### config.mk
export PLATFORM = sky130hd
export DESIGN_NAME = yd_reg_wr_arb
export DESIGN_NICKNAME = d
export VERILOG_FILES = /design/src/rtl/yd_reg_wr_arb.sv
export SDC_FILE = /design/constraint.sdc
export NUM_CORES = 1
export LEC_CHECK = 0
export ABC_AREA = 1
export CORE_MARGIN = 5
export CORE_UTILIZATION = 42
export DETAILED_ROUTE_END_ITERATION = 12
export PLACE_DENSITY = 0.65
export SYNTH_ARGS = -nofsm -noshare
export SYNTH_HDL_FRONTEND = slang
export SYNTH_SLANG_ARGS = --single-unit
### constraint.sdc
create_clock -name clk -period 3.4 [get_ports clk]
set_input_delay 0.34 -clock clk [delete_from_list [all_inputs] [get_ports clk]]
set_output_delay 0.34 -clock clk [all_outputs]
set_load 0.01 [all_outputs]
### src/rtl/yd_reg_wr_arb.sv
`timescale 1ns/1ps
// Register-file write-port arbiter: one-entry hold per requester, up to two writes per cycle.
// Accept-to-we latency 2 cycles; req_ready depends on hold state and grants only, never on req_valid.
module yd_reg_wr_arb #(
    parameter int NREQ = 3,
    parameter int DW   = 16,
    parameter int AW   = 4
) (
    input  logic               clk,
    input  logic               rst_n,
    input  logic               flush,
    input  logic [NREQ-1:0]    req_valid,
    input  logic [NREQ*AW-1:0] req_addr,
    input  logic [NREQ*DW-1:0] req_data,
    output logic [NREQ-1:0]    req_ready,
    output logic               we0,
    output logic [AW-1:0]      waddr0,
    output logic [DW-1:0]      din0,
    output logic               we1,
    output logic [AW-1:0]      waddr1,
    output logic [DW-1:0]      din1,
    output logic               jpc,
    output logic [15:0]        conflict_cnt
);

    localparam int          RRW     = (NREQ > 1) ? $clog2(NREQ) : 1;
    localparam logic [AW-1:0] ADDR_ZE = '0;
    localparam logic [AW-1:0] ADDR_PC = '1;

    logic [NREQ-1:0] r_hold_v;
    logic [AW-1:0]   r_hold_addr [NREQ];
    logic [DW-1:0]   r_hold_data [NREQ];
    logic [RRW-1:0]  r_rr;
    logic            r_we0;
    logic [AW-1:0]   r_waddr0;
    logic [DW-1:0]   r_din0;
    logic            r_we1;
    logic [AW-1:0]   r_waddr1;
    logic [DW-1:0]   r_din1;
    logic            r_jpc;
    logic [15:0]     r_conflict_cnt;

    logic [NREQ-1:0] w_grant;
    logic            w_p0_vld;
    logic [AW-1:0]   w_p0_addr;
    logic [DW-1:0]   w_p0_data;
    logic            w_p1_vld;
    logic [AW-1:0]   w_p1_addr;
    logic [DW-1:0]   w_p1_data;
    logic            w_clash;
    logic            w_any_grant;
    logic [RRW-1:0]  w_last;
    logic [RRW-1:0]  w_rr_nxt;

    // Scan from rr; addr-0 writes are consumed without a port, same-address holds wait a cycle.
    always_comb begin
        logic [RRW-1:0] v_idx;
        logic           v_take;
        w_grant     = '0;
        w_p0_vld    = 1'b0;
        w_p0_addr   = '0;
        w_p0_data   = '0;
        w_p1_vld    = 1'b0;
        w_p1_addr   = '0;
        w_p1_data   = '0;
        w_clash     = 1'b0;
        w_any_grant = 1'b0;
        w_last      = '0;
        v_idx       = '0;
        v_take      = 1'b0;
        for (int k = 0; k < NREQ; k++) begin
            v_idx  = RRW'((int'(r_rr) + k) % NREQ);
            v_take = 1'b0;
            if (r_hold_v[v_idx] && !flush) begin
                if (r_hold_addr[v_idx] == ADDR_ZE) begin
                    v_take = 1'b1;
                end else if (!w_p0_vld) begin
                    w_p0_vld  = 1'b1;
                    w_p0_addr = r_hold_addr[v_idx];
                    w_p0_data = r_hold_data[v_idx];
                    v_take    = 1'b1;
                end else if (!w_p1_vld && (r_hold_addr[v_idx] != w_p0_addr)) begin
                    w_p1_vld  = 1'b1;
                    w_p1_addr = r_hold_addr[v_idx];
                    w_p1_data = r_hold_data[v_idx];
                    v_take    = 1'b1;
                end else if ((r_hold_addr[v_idx] == w_p0_addr) ||
                             (w_p1_vld && (r_hold_addr[v_idx] == w_p1_addr))) begin
                    w_clash = 1'b1;
                end
            end
            if (v_take) begin
                w_grant[v_idx] = 1'b1;
                w_any_grant    = 1'b1;
                w_last         = v_idx;
            end
        end
    end

    assign w_rr_nxt  = (int'(w_last) == NREQ - 1) ? '0 : w_last + 1'b1;
    assign req_ready = rst_n ? ((~r_hold_v | w_grant) & {NREQ{~flush}}) : '0;

    always_ff @(posedge clk or negedge rst_n) begin
        if (!rst_n) begin
            r_hold_v       <= '0;
            r_rr           <= '0;
            r_we0          <= 1'b0;
            r_waddr0       <= '0;
            r_din0         <= '0;
            r_we1          <= 1'b0;
            r_waddr1       <= '0;
            r_din1         <= '0;
            r_jpc          <= 1'b0;
            r_conflict_cnt <= '0;
            for (int i = 0; i < NREQ; i++) begin
                r_hold_addr[i] <= '0;
                r_hold_data[i] <= '0;
            end
        end else begin
            for (int i = 0; i < NREQ; i++) begin
                if (flush) begin
                    r_hold_v[i] <= 1'b0;
                end else if (req_valid[i] && req_ready[i]) begin
                    r_hold_v[i]    <= 1'b1;
                    r_hold_addr[i] <= req_addr[i*AW +: AW];
                    r_hold_data[i] <= req_data[i*DW +: DW];
                end else if (w_grant[i]) begin
                    r_hold_v[i] <= 1'b0;
                end
            end
            if (w_any_grant) begin
                r_rr <= w_rr_nxt;
            end
            r_we0 <= w_p0_vld;
            r_we1 <= w_p1_vld;
            if (w_p0_vld) begin
                r_waddr0 <= w_p0_addr;
                r_din0   <= w_p0_data;
            end
            if (w_p1_vld) begin
                r_waddr1 <= w_p1_addr;
                r_din1   <= w_p1_data;
            end
            r_jpc <= (w_p0_vld && (w_p0_addr == ADDR_PC)) || (w_p1_vld && (w_p1_addr == ADDR_PC));
            if (w_clash && (r_conflict_cnt != 16'hFFFF)) begin
                r_conflict_cnt <= r_conflict_cnt + 16'd1;
            end
        end
    end

    assign we0          = r_we0;
    assign waddr0       = r_waddr0;
    assign din0         = r_din0;
    assign we1          = r_we1;
    assign waddr1       = r_waddr1;
    assign din1         = r_din1;
    assign jpc          = r_jpc;
    assign conflict_cnt = r_conflict_cnt;

endmodule

==> results_dict.tcl <==
set metrics [dict create \
    drtIter0Drc 555 \
    critical_path.startpoint_type "register" \
    via_count_of_the_first_global_routing_pass 7137 \
    yosys_warnings 0 \
    initial_utilization_pct 42.9 \
    floorplan.die.width_um 146 \
    max_slew_margin_pct 48.3 \
    initial_antenna_violation_count 0 \
    postRouteAntennaNets 0 \
    detailed_placement_hpwl_mm 17.6 \
    layout_worst_path_cycle_share_pct 95.5 \
    core_area_mm2 0.0180 \
    internal_power_mw 4.55 \
    syn_avg_cell_area_um2 7.05 \
    port-buffer-count 127 \
    worstPathRequired_ns 3.06 \
    power.share.combinational_pct 50.8 \
    flow.area_growth_from_synthesis_pct 29.9 \
    cp_data_arrival_time_ns 2.91 \
    netlist_area_mm2 0.00772 \
    power.switching_mw 3.59 \
    post-layout-total-power_mw 8.14 \
    final_period_minus_worst_setup_slack_ns 3.25 \
    setup-violations-final 0 \
    share_clk_of_total_power_pct 22.2 \
    holdCritPathClass "in -> async" \
    synth_cell_type_count 38 \
    cts_buffer_depth 2 \
    die_y_um 146 \
    globalRouteTotalUtil_pct 21.4 \
    worstSetupEndpointType "output port" \
    cts_tree "done" \
    i_o_pin_cnt 128 \
    layout.cells.most_common "nand2_1" \
    grt_max_degree 64 \
    vdd.ir_drop.worst_mv 0.397 \
    drtPass1Iterations 5 \
    post_cts_hold_buffer_count 0 \
    wl_mm 23.2 \
    post-route-worst-setup-slack_ns 0.154 \
    worst-setup-path-type "reg -> out" \
    worstPathMaxFanout 9 \
    r2r.worst_path.cells 21 \
    powerDensity_mw_per_mm2 811 \
    report.final.slew_viol_count 0 \
    drt-vias-per-instance 5.29 \
    cts_made_buffers 17 \
    htreeDepth 4 \
    seq_power_share_pct 27.0 \
    reg2reg_from "r_rr[0]$_DFFE_PN0P_" \
    wire_per_inst_um 15.8 \
    regArea_mm2 0.00310 \
    global_route.overflow_total 0 \
    fin_skew_ns 0.00571 \
    site_row_count 49 \
    status "complete, no violations" \
    insertion_delay_ns 0.41 \
    drive_above_1_share_pct 11.7 \
    worstReg2RegEnd "r_hold_data[12]$_DFFE_PN0P_" \
    post_synth_inst_count 1096 \
    synth_fp_nets 1167 \
    gp_congestion 0.933 \
    worst-slew-pin-transition_ns 0.775 \
    num-fill-cells 1759 \
    global_route_wire_length_before_repair_mm 37.8 \
    placement.setup.worst_slack_ns 0.0637 \
    cts.clk_slew.worst_paths_ns 0.06 \
    mostFrequentLayoutCells "369 x nand2_1, 123 x dfrtp_1, 123 x clkdlybuf4s50_1" \
    drv_cap 0 \
    cellLeakagePower_nw 4.88 \
    route.vias.total 7776 \
    tritoncts_num_sinks 124 \
    drt_drc_violations_left 0 \
    power.switching_fraction_pct 44.1 \
    max_freq_mhz 308 \
    reg2reg_slack_ns 0.23 \
    die_area_mm2 0.0212 \
    clockRootBuffer "clkbuf_16" \
    multi_input_comb_area_mm2 0.00414 \
    hold_viol_final 0 \
    part_of_the_yosys_area_used_for_sequential_elements_pct 40.2 \
    final_net_count 1298 \
    antennaDiodeCount 0 \
    synth_seq_cells 124 \
]
==> state kept, by name, summed over array words and instances (netlist names), 2 cells and up <==
name and flops:
conflict_cnt 16, din0 16, din1 16, r_hold_addr 12, r_hold_data 48, r_hold_v 3
r_rr 2, waddr0 4, waddr1 4
==> stage by stage <==
| stage | cells | utilization [%] | hold slack, ns | setup TNS, ns | area [um2] |
|---|---|---|---|---|---|
| 2_1_floorplan | 1096 | - | 0.0444 | 0 | 7720 |
| 3_3_place_gp | 1431 | 51.3 | 0.462 | 0 | 9250 |
| 3_5_place_dp | 1431 | 51.3 | 0.467 | 0 | 9250 |
| 4_1_cts | 1465 | 54.9 | 0.134 | -0.00594 | 9900 |
| 5_1_grt | 1469 | 55.7 | 0.182 | -0.0652 | 10000 |
| 6_report | 1469 | 55.7 | 0.104 | 0 | 10000 |
==> kinds of logic (layout without fill, tap and decap cells) <==
family | count (synthesis) | after routing | synth area share [%]
buffers and inverters | 134 | 278 | 7.94
AND/OR/NAND/NOR | 669 | 669 | 38.0
XOR/XNOR | 13 | 13 | 1.47
AO/OA/AOI/OAI | 151 | 151 | 11.6
adder cells (fa/ha/maj) | 5 | 5 | 0.810
flip-flops | 124 | 124 | 40.2
==> Yosys cell counts (all sizes together) <==
cell type / number / area [um2]
nand2: 386 / 1480
dfrtp: 124 / 3100
nand3: 101 / 546
nor2: 101 / 402
o21ai: 82 / 422
inv: 71 / 272
nand4: 69 / 432
clkbuf: 36 / 135
o22ai: 30 / 188
buf: 27 / 206
a2bb2oi: 15 / 131
xor2: 11 / 96.3
a21oi: 10 / 50.1
nor3: 6 / 30.0
o211ai: 6 / 45.0
ha: 5 / 62.6
o21a: 4 / 30.0
or2: 3 / 18.8
a22oi: 2 / 15.0
nor4: 2 / 18.8
xnor2: 2 / 17.5
a211oi: 1 / 7.51
and3: 1 / 6.26
o311ai: 1 / 8.76
==> power by group through the flow <==
stage	clock (mW)	sequential [mW]	combinational (mW)
after detailed placement	0	2.21	3.92
after CTS	1.83	2.18	3.98
after global placement	0	2.20	3.91
after global routing	1.90	2.25	4.60
final	1.80	2.20	4.14
after floorplan	0	2.16	2.61
==> worst max-delay path by stage <==
| stage | from | to | slack, ns | depth (start not counted) |
|---|---|---|---|---|
| global placement | r_rr[0]$_DFFE_PN0P_ | req_ready[0] | 0.10 | 19 |
| detailed placement | r_rr[0]$_DFFE_PN0P_ | req_ready[0] | 0.06 | 19 |
| global route | r_rr[1]$_DFFE_PN0P_ | req_ready[2] | -0.02 | 20 |
| floorplan | r_rr[0]$_DFFE_PN0P_ | conflict_cnt[13]$_DFFE_PN0P_ | 0.74 | 22 |
| finish | r_rr[0]$_DFFE_PN0P_ | req_ready[2] | 0.15 | 20 |
| CTS | r_rr[1]$_DFFE_PN0P_ | req_ready[0] | -0.006 | 20 |
==> worst max-delay path: stages (launching register included) <==
cell     delay [ns]
dfrtp_1        0.39
buf_6          0.14
ha_4           0.15
buf_4          0.16
nand2_1        0.06
nand3_1        0.07
nand2_1        0.12
nand2_1        0.10
o21ai_4        0.23
nand3_2        0.12
nand2_1        0.10
nand2_1        0.05
nand2_1        0.06
inv_1          0.05
nor2_2         0.09
nand2_1        0.09
nand2_2        0.09
nand2_4        0.09
nand3_4        0.10
a21oi_2        0.06
buf_2          0.14
==> routing by layer <==
layer	part of all wire, %	GRT usage (%)
met5	0	0
met2	42	30.5
met1	49	32.9
met4	1.4	5.18
met3	7.2	4.61
==> area by class of cell <==
class	count	area share [%]
multi-input cells	838	41.3
inverters	71	2.78
clock inverters	10	1.13
repair buffers	175	16.2
clock buffers	22	4.83
flip-flops and latches	124	30.9
well taps	229	2.86
==> what timing repair did <==
action	4_1_cts	5_1_grt
cloned	0	0
gates resized for setup	16	36
pin swaps	3	11
setup buffers	2	4
endpoints found under the hold margin	0	0
setup endpoints to repair	3	66
Power figures use the tool's default switching activity.
